**src/rtl/utlb_trans_pkg.sv**
```systemverilog
// Shared definitions for the micro-TLB translation block.
// Holds the CSR direct-map window layout, the main-TLB search result,
// the stored micro-TLB entry format, the response bundle and the FSM
// state encoding, plus a helper that turns a TLB lookup result into a
// response (physical tag, memory type and exception flags).
package utlb_trans_pkg;

    localparam logic [5:0] PS_4K = 6'd12;
    localparam logic [5:0] PS_2M = 6'd21;

    typedef enum logic [1:0] {
        S_IDLE,
        S_CHECK,
        S_REFILL,
        S_RESP
    } state_t;

    typedef struct packed {
        logic [2:0] vseg;
        logic [2:0] pseg;
        logic [1:0] mat;
        logic       plv3;
        logic       plv0;
    } dmw_t;

    typedef struct packed {
        logic        found;
        logic [19:0] ppn;
        logic [5:0]  ps;
        logic [1:0]  mat;
        logic        v;
        logic        d;
        logic [1:0]  plv;
        logic        g;
    } tlb_result_t;

    // Page attributes that both a hit and a refill feed into the response.
    typedef struct packed {
        logic [19:0] ppn;
        logic [5:0]  ps;
        logic [1:0]  mat;
        logic        v;
        logic        d;
        logic [1:0]  plv;
    } tlb_attr_t;

    typedef struct packed {
        logic        valid;
        logic [19:0] vtag;
        logic [9:0]  asid;
        logic        g;
        tlb_attr_t   attr;
    } utlb_entry_t;

    typedef struct packed {
        logic [19:0] ptag;
        logic [1:0]  mat;
        logic        page_fault;
        logic        page_invalid;
        logic        page_dirty;
        logic        plv_fault;
    } resp_t;

    // An invalid page reports only page_invalid; dirty and privilege
    // faults are meaningless for it and are suppressed.
    function automatic resp_t tlb_resp(input logic        found,
                                       input tlb_attr_t   a,
                                       input logic [19:0] vtag,
                                       input logic        store,
                                       input logic [1:0]  cur_plv);
        resp_t r;
        r = '0;
        if (!found) begin
            r.ptag       = vtag;
            r.page_fault = 1'b1;
        end else begin
            r.ptag         = (a.ps == PS_2M) ? {a.ppn[19:9], vtag[8:0]} : a.ppn;
            r.mat          = a.mat;
            r.page_invalid = !a.v;
            r.page_dirty   = a.v && store && !a.d;
            r.plv_fault    = a.v && (cur_plv > a.plv);
        end
        return r;
    endfunction

endpackage

```
**src/rtl/utlb_array.sv**
```systemverilog
// Micro-TLB entry storage with fully parallel match and victim choice.
// Ports:
//   clk, resetn            clock and asynchronous active-low reset
//   flush                  clears every valid bit; beats a same-cycle fill
//   lookup_vtag/asid       search key, lookup_hit/lookup_attr the result
//   fill_en/vtag/asid/data write a main-TLB result (only if data.found)
module utlb_array
    import utlb_trans_pkg::*;
#(
    parameter int ENTRIES = 4
) (
    input  logic        clk,
    input  logic        resetn,
    input  logic        flush,
    input  logic [19:0] lookup_vtag,
    input  logic [9:0]  lookup_asid,
    output logic        lookup_hit,
    output tlb_attr_t   lookup_attr,
    input  logic        fill_en,
    input  logic [19:0] fill_vtag,
    input  logic [9:0]  fill_asid,
    input  tlb_result_t fill_data
);

    localparam int PTR_W = $clog2(ENTRIES);

    utlb_entry_t        entries [ENTRIES];
    logic [ENTRIES-1:0] match;
    logic [PTR_W-1:0]   rr_ptr;
    logic [PTR_W-1:0]   victim;
    logic               victim_found;
    utlb_entry_t        fill_entry;

    // A 2M page only compares the upper tag bits; fills never create
    // overlapping entries, so at most one bit of match is set.
    always_comb begin
        match = '0;
        for (int i = 0; i < ENTRIES; i++) begin
            match[i] = entries[i].valid &&
                       (entries[i].g || (entries[i].asid == lookup_asid)) &&
                       ((entries[i].attr.ps == PS_2M) ?
                            (entries[i].vtag[19:9] == lookup_vtag[19:9]) :
                            (entries[i].vtag == lookup_vtag));
        end
    end

    always_comb begin
        lookup_hit  = |match;
        lookup_attr = '0;
        for (int i = 0; i < ENTRIES; i++) begin
            if (match[i]) begin
                lookup_attr = entries[i].attr;
            end
        end
    end

    // Prefer the lowest free slot; only evict via round-robin when full.
    always_comb begin
        victim       = rr_ptr;
        victim_found = 1'b0;
        for (int i = 0; i < ENTRIES; i++) begin
            if (!entries[i].valid && !victim_found) begin
                victim       = PTR_W'(i);
                victim_found = 1'b1;
            end
        end
    end

    always_comb begin
        fill_entry           = '0;
        fill_entry.valid     = 1'b1;
        fill_entry.vtag      = fill_vtag;
        fill_entry.asid      = fill_asid;
        fill_entry.g         = fill_data.g;
        fill_entry.attr.ppn  = fill_data.ppn;
        fill_entry.attr.ps   = fill_data.ps;
        fill_entry.attr.mat  = fill_data.mat;
        fill_entry.attr.v    = fill_data.v;
        fill_entry.attr.d    = fill_data.d;
        fill_entry.attr.plv  = fill_data.plv;
    end

    always_ff @(posedge clk or negedge resetn) begin
        if (!resetn) begin
            for (int i = 0; i < ENTRIES; i++) begin
                entries[i] <= '0;
            end
            rr_ptr <= '0;
        end else if (flush) begin
            for (int i = 0; i < ENTRIES; i++) begin
                entries[i].valid <= 1'b0;
            end
        end else if (fill_en && fill_data.found) begin
            entries[victim] <= fill_entry;
            rr_ptr          <= rr_ptr + 1'b1;
        end
    end

endmodule

```
**src/rtl/utlb_trans.sv**
```systemverilog
// Micro-TLB address translation front end.
// Accepts one virtual tag at a time (req_*), resolves it through direct
// address mode, the two direct map windows or the micro-TLB, refills
// from the main TLB (tlb_s_*) on a miss, and holds the result on resp_*
// until the consumer takes it.
// Ports:
//   clk, resetn                  clock, asynchronous active-low reset
//   direct_access(_mat), plv,    CSR state sampled in the CHECK cycle
//   asid, dmw0, dmw1
//   flush                        invalidate every micro-TLB entry
//   req_valid/ready/vtag/store   request handshake
//   resp_valid/ready/ptag/mat    response handshake and data
//   resp_page_*/resp_plv_fault   exception flags
//   tlb_s_*                      main-TLB search request and result
module utlb_trans
    import utlb_trans_pkg::*;
#(
    parameter int ENTRIES = 4
) (
    input  logic        clk,
    input  logic        resetn,
    input  logic        direct_access,
    input  logic [1:0]  direct_access_mat,
    input  logic [1:0]  plv,
    input  logic [9:0]  asid,
    input  dmw_t        dmw0,
    input  dmw_t        dmw1,
    input  logic        flush,
    input  logic        req_valid,
    output logic        req_ready,
    input  logic [19:0] req_vtag,
    input  logic        req_store,
    output logic        resp_valid,
    input  logic        resp_ready,
    output logic [19:0] resp_ptag,
    output logic [1:0]  resp_mat,
    output logic        resp_page_fault,
    output logic        resp_page_invalid,
    output logic        resp_page_dirty,
    output logic        resp_plv_fault,
    output logic        tlb_s_req,
    output logic [18:0] tlb_s_vppn,
    output logic        tlb_s_va_bit12,
    output logic [9:0]  tlb_s_asid,
    input  logic        tlb_s_resp_valid,
    input  tlb_result_t tlb_s_result
);

    state_t      state;
    logic [19:0] vtag_q;
    logic        store_q;
    resp_t       resp_q;

    logic        lookup_hit;
    tlb_attr_t   lookup_attr;
    tlb_attr_t   refill_attr;
    logic        fill_en;
    logic        dmw0_hit;
    logic        dmw1_hit;
    resp_t       tlb_path;
    resp_t       check_resp;
    logic        check_done;

    utlb_array #(
        .ENTRIES (ENTRIES)
    ) u_array (
        .clk         (clk),
        .resetn      (resetn),
        .flush       (flush),
        .lookup_vtag (vtag_q),
        .lookup_asid (asid),
        .lookup_hit  (lookup_hit),
        .lookup_attr (lookup_attr),
        .fill_en     (fill_en),
        .fill_vtag   (vtag_q),
        .fill_asid   (asid),
        .fill_data   (tlb_s_result)
    );

    assign req_ready      = (state == S_IDLE);
    assign resp_valid     = (state == S_RESP);
    assign tlb_s_req      = (state == S_REFILL);
    assign tlb_s_vppn     = vtag_q[19:1];
    assign tlb_s_va_bit12 = vtag_q[0];
    assign tlb_s_asid     = asid;
    assign fill_en        = (state == S_REFILL) && tlb_s_resp_valid;

    assign resp_ptag         = resp_q.ptag;
    assign resp_mat          = resp_q.mat;
    assign resp_page_fault   = resp_q.page_fault;
    assign resp_page_invalid = resp_q.page_invalid;
    assign resp_page_dirty   = resp_q.page_dirty;
    assign resp_plv_fault    = resp_q.plv_fault;

    // Windows are enabled per privilege level; only PLV0 and PLV3 exist.
    assign dmw0_hit = (vtag_q[19:17] == dmw0.vseg) &&
                      (((plv == 2'd0) && dmw0.plv0) || ((plv == 2'd3) && dmw0.plv3));
    assign dmw1_hit = (vtag_q[19:17] == dmw1.vseg) &&
                      (((plv == 2'd0) && dmw1.plv0) || ((plv == 2'd3) && dmw1.plv3));

    // The same flag logic serves a micro-TLB hit (CHECK) and a main-TLB
    // answer (REFILL); the state picks which attributes feed it.
    always_comb begin
        refill_attr     = '0;
        refill_attr.ppn = tlb_s_result.ppn;
        refill_attr.ps  = tlb_s_result.ps;
        refill_attr.mat = tlb_s_result.mat;
        refill_attr.v   = tlb_s_result.v;
        refill_attr.d   = tlb_s_result.d;
        refill_attr.plv = tlb_s_result.plv;
        if (state == S_REFILL) begin
            tlb_path = tlb_resp(tlb_s_result.found, refill_attr, vtag_q, store_q, plv);
        end else begin
            tlb_path = tlb_resp(lookup_hit, lookup_attr, vtag_q, store_q, plv);
        end
    end

    // Translation priority: direct address, DMW0, DMW1, then micro-TLB.
    always_comb begin
        check_resp = '0;
        check_done = 1'b1;
        if (direct_access) begin
            check_resp.ptag = vtag_q;
            check_resp.mat  = direct_access_mat;
        end else if (dmw0_hit) begin
            check_resp.ptag = {dmw0.pseg, vtag_q[16:0]};
            check_resp.mat  = dmw0.mat;
        end else if (dmw1_hit) begin
            check_resp.ptag = {dmw1.pseg, vtag_q[16:0]};
            check_resp.mat  = dmw1.mat;
        end else begin
            check_resp = tlb_path;
            check_done = lookup_hit;
        end
    end

    // Request sequencer; flush only touches the entry array, never this.
    always_ff @(posedge clk or negedge resetn) begin
        if (!resetn) begin
            state   <= S_IDLE;
            vtag_q  <= '0;
            store_q <= 1'b0;
            resp_q  <= '0;
        end else begin
            case (state)
                S_IDLE: begin
                    if (req_valid) begin
                        vtag_q  <= req_vtag;
                        store_q <= req_store;
                        state   <= S_CHECK;
                    end
                end
                S_CHECK: begin
                    if (check_done) begin
                        resp_q <= check_resp;
                        state  <= S_RESP;
                    end else begin
                        state  <= S_REFILL;
                    end
                end
                S_REFILL: begin
                    if (tlb_s_resp_valid) begin
                        resp_q <= tlb_path;
                        state  <= S_RESP;
                    end
                end
                S_RESP: begin
                    if (resp_ready) begin
                        state <= S_IDLE;
                    end
                end
                default: state <= S_IDLE;
            endcase
        end
    end

endmodule
```
**config.mk**
```make
export PLATFORM = sky130hd
export DESIGN_NAME = utlb_trans
export DESIGN_NICKNAME = d
export VERILOG_FILES = /design/src/rtl/utlb_trans_pkg.sv /design/src/rtl/utlb_array.sv /design/src/rtl/utlb_trans.sv
export SDC_FILE = /design/constraint.sdc
export NUM_CORES = 1
export LEC_CHECK = 0
export CORE_AREA = 2 2 200 202
export CTS_BUF_LIST = sky130_fd_sc_hd__clkbuf_4
export DETAILED_ROUTE_END_ITERATION = 7
export DIE_AREA = 0 0 202 204
export GPL_TIMING_DRIVEN = 0
export PLACE_DENSITY = 0.64
export SYNTH_ARGS = -nofsm -noshare
export SYNTH_HDL_FRONTEND = slang
export SYNTH_SLANG_ARGS = --single-unit
```
**constraint.sdc**
```tcl
create_clock -name clk -period 3.96 [get_ports clk]
set_input_delay 0.594 -clock clk [delete_from_list [all_inputs] [get_ports clk]]
set_output_delay 0.594 -clock clk [all_outputs]
set_load 0.02 [all_outputs]
```
# Word level (Yosys, flattened, before mapping)

Cells that the tools add are included.

Reductions and logical operators: 50
Bitwise logic cells: 2
Add/sub/neg operators: 1
Equality and inequality tests: 28
Magnitude comparators: 4
Muxes and demuxes: 51

Operators with widths:

| kind                 | count |
|---|---|
| $bwmux W256          | 1 |
| $mux W256            | 1 |
| $demux W64 S2        | 1 |
| $mux W32             | 4 |
| $eq A20 B20 Y1       | 4 |
| $mux W26             | 3 |
| $mux W22             | 3 |
| $mux W64             | 1 |
| $pmux W26 S2         | 1 |
| $eq A11 B11 Y1       | 4 |
| $eq A10 B10 Y1       | 4 |
| $mux W20             | 2 |
| $eq A6 B5 Y1 const B | 6 |
| $logic_and A1 B1 Y1  | 26 |
| $mux W2              | 9 |
| $mux W9              | 2 |
| $mux W1              | 17 |
| $mux W4              | 3 |
| $logic_not A1 Y1     | 9 |
| $pmux W2 S4          | 1 |
| $eq A2 B2 Y1 const B | 3 |
| $eq A3 B3 Y1         | 2 |
| $logic_or A1 B1 Y1   | 6 |
| $mux W3              | 2 |
| other kinds (14)     | 21 |

Output and inout port bits: 59
Flip-flop bits (word level): 307
Logic and storage cells: 186

# Logic depth before layout (Yosys ltp)

Depth in word-level cells: 17
Depth in mapped cells: 17

# By module

From an unflattened synthesis, not the netlist that was laid out.

Cells, all modules: 1255
Area total of the unflattened synthesis: 15402.3 µm²

Modules (own cells, without submodules):

| module     | instances | area each (µm²) | sequential area each (µm²) | cells each |
|---|---|---|---|---|
| utlb_array | 1         | 12216.7         | 6456.2                     | 934 |
| utlb_trans | 1         | 3185.6          | 1226.2                     | 321 |

# Worst setup path after synthesis

OpenSTA, ideal clock, no wires.

Path kind: register to register
Start point: register vtag_q[18]
End point: register resp_q (netlist bit resp_plv_fault)
Clock period less this slack: 3111 ps
Data arrival time: 2992 ps
Stages on the path, launching flop included: 14
Required time: 3841 ps
Setup slack: 849 ps
Buffers on the path: 4
Cell sequence: dfrtp_1 -> buf_2 -> buf_6 -> xnor2_2 -> nand4_1 -> or3_1 -> nor3_4 -> clkbuf_1 -> buf_2 -> mux2i_1 -> ha_1 -> a21oi_1 -> a21oi_1 -> a21bo_2

Longest elaborated chain between the ends: 16
Elaborated cells on any way between the ends: 40
Those cells by class: 1 x order compare; 11 x eq/ne; 19 x mux; 9 x reduce/logical

RTL lines:

| element                                          | line                               | source |
|---|---|---|
| start: declaration                               | utlb_trans.sv:50                   | `logic [19:0] vtag_q;` |
| start signal: assignment                         | utlb_trans.sv:148                  | `vtag_q <= req_vtag;` |
| $eq A20 B20 Y1 or $eq A11 B11 Y1 (tied branches) | utlb_array.sv:43, utlb_array.sv:42 |  |
| $mux W1                                          | utlb_array.sv:41                   | `((entries[i].attr.ps == PS_2M) ?` |
| $logic_and A1 B1 Y1                              | utlb_array.sv:40                   | `(entries[i].g \|\| (entries[i].asid == lookup_asid)) &&` |
| $mux W32 (4 in series)                           | utlb_array.sv:51                   | `if (match[i]) begin` |
| $gt A2 B2 Y1                                     | utlb_trans_pkg.sv:81               | `r.plv_fault = a.v && (cur_plv > a.plv);` |
| $logic_and A1 B1 Y1                              | utlb_trans_pkg.sv:81               |  |
| $mux W3                                          | utlb_trans_pkg.sv:73               | `if (!found) begin` |
| $mux W26                                         | utlb_trans.sv:111                  | `if (state == S_REFILL) begin` |
| $mux W4                                          | utlb_trans.sv:128                  | `end else if (dmw1_hit) begin` |
| $mux W4                                          | utlb_trans.sv:125                  | `end else if (dmw0_hit) begin` |
| $mux W4                                          | utlb_trans.sv:122                  | `if (direct_access) begin` |
| $mux W26                                         | utlb_trans.sv:154                  | `if (check_done) begin` |
| $pmux W26 S2                                     | utlb_trans.sv:145                  | `case (state)` |
| end signal: assignment                           | utlb_trans.sv:155                  | `resp_q <= check_resp;` |
| end signal: assignment                           | utlb_trans.sv:163                  | `resp_q <= tlb_path;` |
| end: declaration                                 | utlb_trans.sv:52                   | `resp_t resp_q;` |

Several ways; a longest one is shown, not always the timed one. The select of a mux whose other input is x is not followed.
A chain may end at the register's enable or synchronous reset.

# Worst setup path after layout

Start point: register vtag_q[19]
End point: register resp_q (netlist bit resp_ptag[13])

Longest elaborated chain between the ends: 14
Elaborated cells on any way between the ends: 38
Those cells by class: 11 x eq/ne; 19 x mux; 8 x reduce/logical

RTL lines:

| element                                          | line |
|---|---|
| $eq A20 B20 Y1 or $eq A11 B11 Y1 (tied branches) | utlb_array.sv:43, utlb_array.sv:42 |
| $mux W1                                          | utlb_array.sv:41 |
| $logic_and A1 B1 Y1                              | utlb_array.sv:40 |
| $mux W32 (4 in series)                           | utlb_array.sv:51 |
| $mux W20                                         | utlb_trans_pkg.sv:73 |
| $mux W26                                         | utlb_trans.sv:111 |
| $mux W22                                         | utlb_trans.sv:128 |
| $mux W22                                         | utlb_trans.sv:125 |
| $mux W22                                         | utlb_trans.sv:122 |
| $mux W26                                         | utlb_trans.sv:154 |
| $pmux W26 S2                                     | utlb_trans.sv:145 |

Several ways; a longest one is shown, not always the timed one. The select of a mux whose other input is x is not followed.

==> results_dict.tcl <==
set metrics [dict create \
    area_growth_pct 20.9 \
    numCtsBuffers 88 \
    max_cap_viol_count 0 \
    ys.flop_type "dfrtp_1" \
    ys_ff_latch 307 \
    clock_path_buffers 3 \
    p_total_uw 11500 \
    drive_above_1_share 0.317 \
    die_y_um 204 \
    port_buffers 144 \
    path_cells "buf_2 > buf_2 > xnor2_1 > nand4_1 > nor3_1 > and3_1 > clkbuf_1 > nor4_1 > nor3_2 > o311ai_0 > a22o_1" \
    dp_hpwl_um 31100 \
    syn_area_per_cell_um2 12.2 \
    path_common_cell "buf_2" \
    finish.instance_area_um2 18600 \
    core_um2 39200 \
    ys_types 72 \
    p_leak_uw 0.00834 \
    clk_pin_slew_ns 0.06 \
    start_kind "register" \
    tritoncts "yes" \
    setup_violations 0 \
    clkLatencyLatePin_ns 0.74 \
    grt_pass1_vias 11500 \
    holdPathStages 2 \
    grt_first_pass_wirelength_um 67100 \
    crit_required_ns 4.57 \
    powerDensity_nw_per_um2 620 \
    tightest_slew_ns 1.02 \
    maxSlewHeadroom 0.319 \
    fmax_mhz 270 \
    grt_max_degree 121 \
    synth_warnings 0 \
    place_congestion 0.857 \
    nets 1607 \
    slowest_delay_ns 0.59 \
    placed_area_um2 17500 \
    skew_ns 0.0490 \
    antenna_found_initial 2 \
    end_kind "register" \
    yosys.area_share.simple 0.0817 \
    drt_iter0_markers 711 \
    dr_total_vias 11100 \
    synth_fa_ha_area_frac 0.00651 \
    period_needed_ns 3.71 \
    worstPathMaxFanout 10 \
    ant_nets 0 \
    synth_edf_count 0 \
    drt_wl_total_um 43400 \
    hold_viol 0 \
    wl_per_cell_um 20.9 \
    final_max_slew_viol_count 0 \
    grt_overflow 0 \
    synth-xor-area-share 0.0734 \
    critPathKind "reg2reg" \
    syn_nets 1370 \
    drt_first_pass_iters 5 \
    route.detailed.drc 0 \
    synth_compound_area_frac 0.0789 \
    track_usage 0.213 \
    outcome "finished, final reports clean" \
    die_area_um2 41200 \
    io_pins 155 \
    syn_area_um2 15400 \
    cpMaxStageDelayCell "nor3_2" \
    ir_drop_mv 0.352 \
    syn_inst 1266 \
    worstPathArrival_ns 4.32 \
    vias_per_cell 5.36 \
    fin_crit_sh 0.936 \
    fin_cells 2075 \
    rsz0062_at_grt "false" \
    cts_num_sinks 307 \
    hp-class "in2reg" \
    h-tree-depth 3 \
    rows 73 \
    synth_top_family_by_area "multiplexers" \
    initial_core_util 0.393 \
    ys_async_sr_fraction 1.00 \
    die_w_um 202 \
    ff2ff_path_depth 11 \
    synth_mux_area_frac 0.224 \
    yosysSeqAreaShare 0.499 \
    numPlacedInstances 1937 \
    cts_root_buf "clkbuf_4" \
]
==> critical path, delay by kind of cell, from the launching register on <==
| family | cells | cell delay [ns] |
|---|---|---|
| buffers and inverters | 3 | 0.98 |
| and+or+nand+nor | 5 | 1.40 |
| AOI/OAI and AO/OA | 2 | 0.62 |
| DFF | 1 | 0.41 |
| xor gates and xnor gates | 1 | 0.19 |
==> logic make-up (layout without fill, tap and decap cells) <==
kind of cell	Yosys count	after routing
simple gates	230	230
fa+ha+maj	8	8
other cells	0	3
flops	307	307
compound gates	171	171
xor+xnor	128	128
mux	308	308
buf+inv	114	395
==> sequential cells by signal, indices dropped and copies added, names as in the netlist <==
register	cells
state	2
resp_plv_fault	1
resp_page_invalid	1
store_q	1
resp_page_dirty	1
resp_mat	2
u_array.rr_ptr	2
resp_page_fault	1
resp_ptag	20
vtag_q	20
u_array.entries	256
==> stage by stage <==
stage                     utilization  setup WS (ns)  hold WS, ns  setup TNS [ns]
after floorplan                     -          0.849        0.298               0
after global placement          0.446         -11.19        0.464        -3439.54
after detailed placement        0.448         -0.391        0.464          -14.61
after CTS                       0.474          0.162        0.126               0
after global routing            0.475         0.0473        0.125               0
final                           0.475          0.253        0.161               0
==> timing repair <==
item,4_1_cts,5_1_grt
hold buffers,1,0
buffers inserted,0,0
setup endpoints to repair,0,10
hold endpoints to repair,71,0
gates resized for setup,0,5
==> worst paths after layout <==
kind	startpoint	endpoint	slack, ns
min in group asynchronous	resetn	u_array.entries[200]	0.41
max in group asynchronous	resetn	u_array.entries[58]	1.97
hold reg to reg	u_array.rr_ptr[1]	u_array.rr_ptr[1]	0.48
hold / removal	asid[5]	u_array.entries[102]	0.16
setup / recovery	vtag_q[19]	resp_ptag[13]	0.25
setup reg to reg	vtag_q[19]	resp_ptag[13]	0.25
==> metal layers <==
layer,GRT usage,vias up,part of all wire
li1,-,5077,-
met1,0.285,5612,0.45
met2,0.330,357,0.45
met3,0.0545,72,0.061
met4,0.0909,0,0.032
met5,0,-,0
==> cell usage in the layout (no fill, tap or decap), drive strengths merged, types with 5 or more instances in the layout <==
cell           netlist  layout
dfrtp              307     307
clkbuf              46     166
xnor2               76      76
or4                  9       9
xor2                52      52
o21a                 8       8
buf                 55      58
inv                 13      14
o21ai               27      27
nand3               17      17
a311oi              11      11
or3                  7       7
nor4                12      12
ha                   8       8
mux2i               23      23
a211oi              16      16
nor3                25      25
o311ai              11      11
clkdlybuf4s50        0     143
nand4               27      27
mux2               285     285
a21oi               47      47
nand2               47      47
nor2                54      54
o22ai               10      10
clkinv               0       9
a22o                 8       8
a31oi                5       5
==> area by class of cell <==
class	count	area (µm²)
diodes	3	7.51
flip-flops and latches	307	7680
repair buffers	147	1510
inverters	13	48.8
clock inverters	14	135
clock buffers	120	901
well taps	525	657
fillers	3523	20600
multi-input cells	845	7140
plain buffers	101	515
==> synth_stat cells (9+ instances only) <==
library cell,number,share of area
mux2i_1,23,0.015
buf_2,35,0.011
a211oi_1,16,0.0078
or4_1,9,0.0044
o22ai_1,10,0.0041
inv_1,13,0.0032
nand2_1,47,0.011
clkbuf_1,46,0.011
nor2_1,53,0.013
o21ai_0,26,0.0085
nand4_1,27,0.011
dfrtp_1,307,0.50
a21oi_1,46,0.015
nor3_1,22,0.0072
nand3_1,17,0.0055
mux2_2,284,0.21
a311oi_1,11,0.0063
buf_4,12,0.0059
xor2_1,52,0.030
xnor2_1,75,0.043
==> power breakdown <==
part	switching [µW]	internal, µW	leakage, µW	total (µW)
Clock	1300	1560	0.000613	2860
Sequential	486	3880	0.00406	4360
Combinational	2350	1960	0.00367	4320
Total	4140	7400	0.00834	11500
Note: power is estimated with default switching activity, not from simulation.
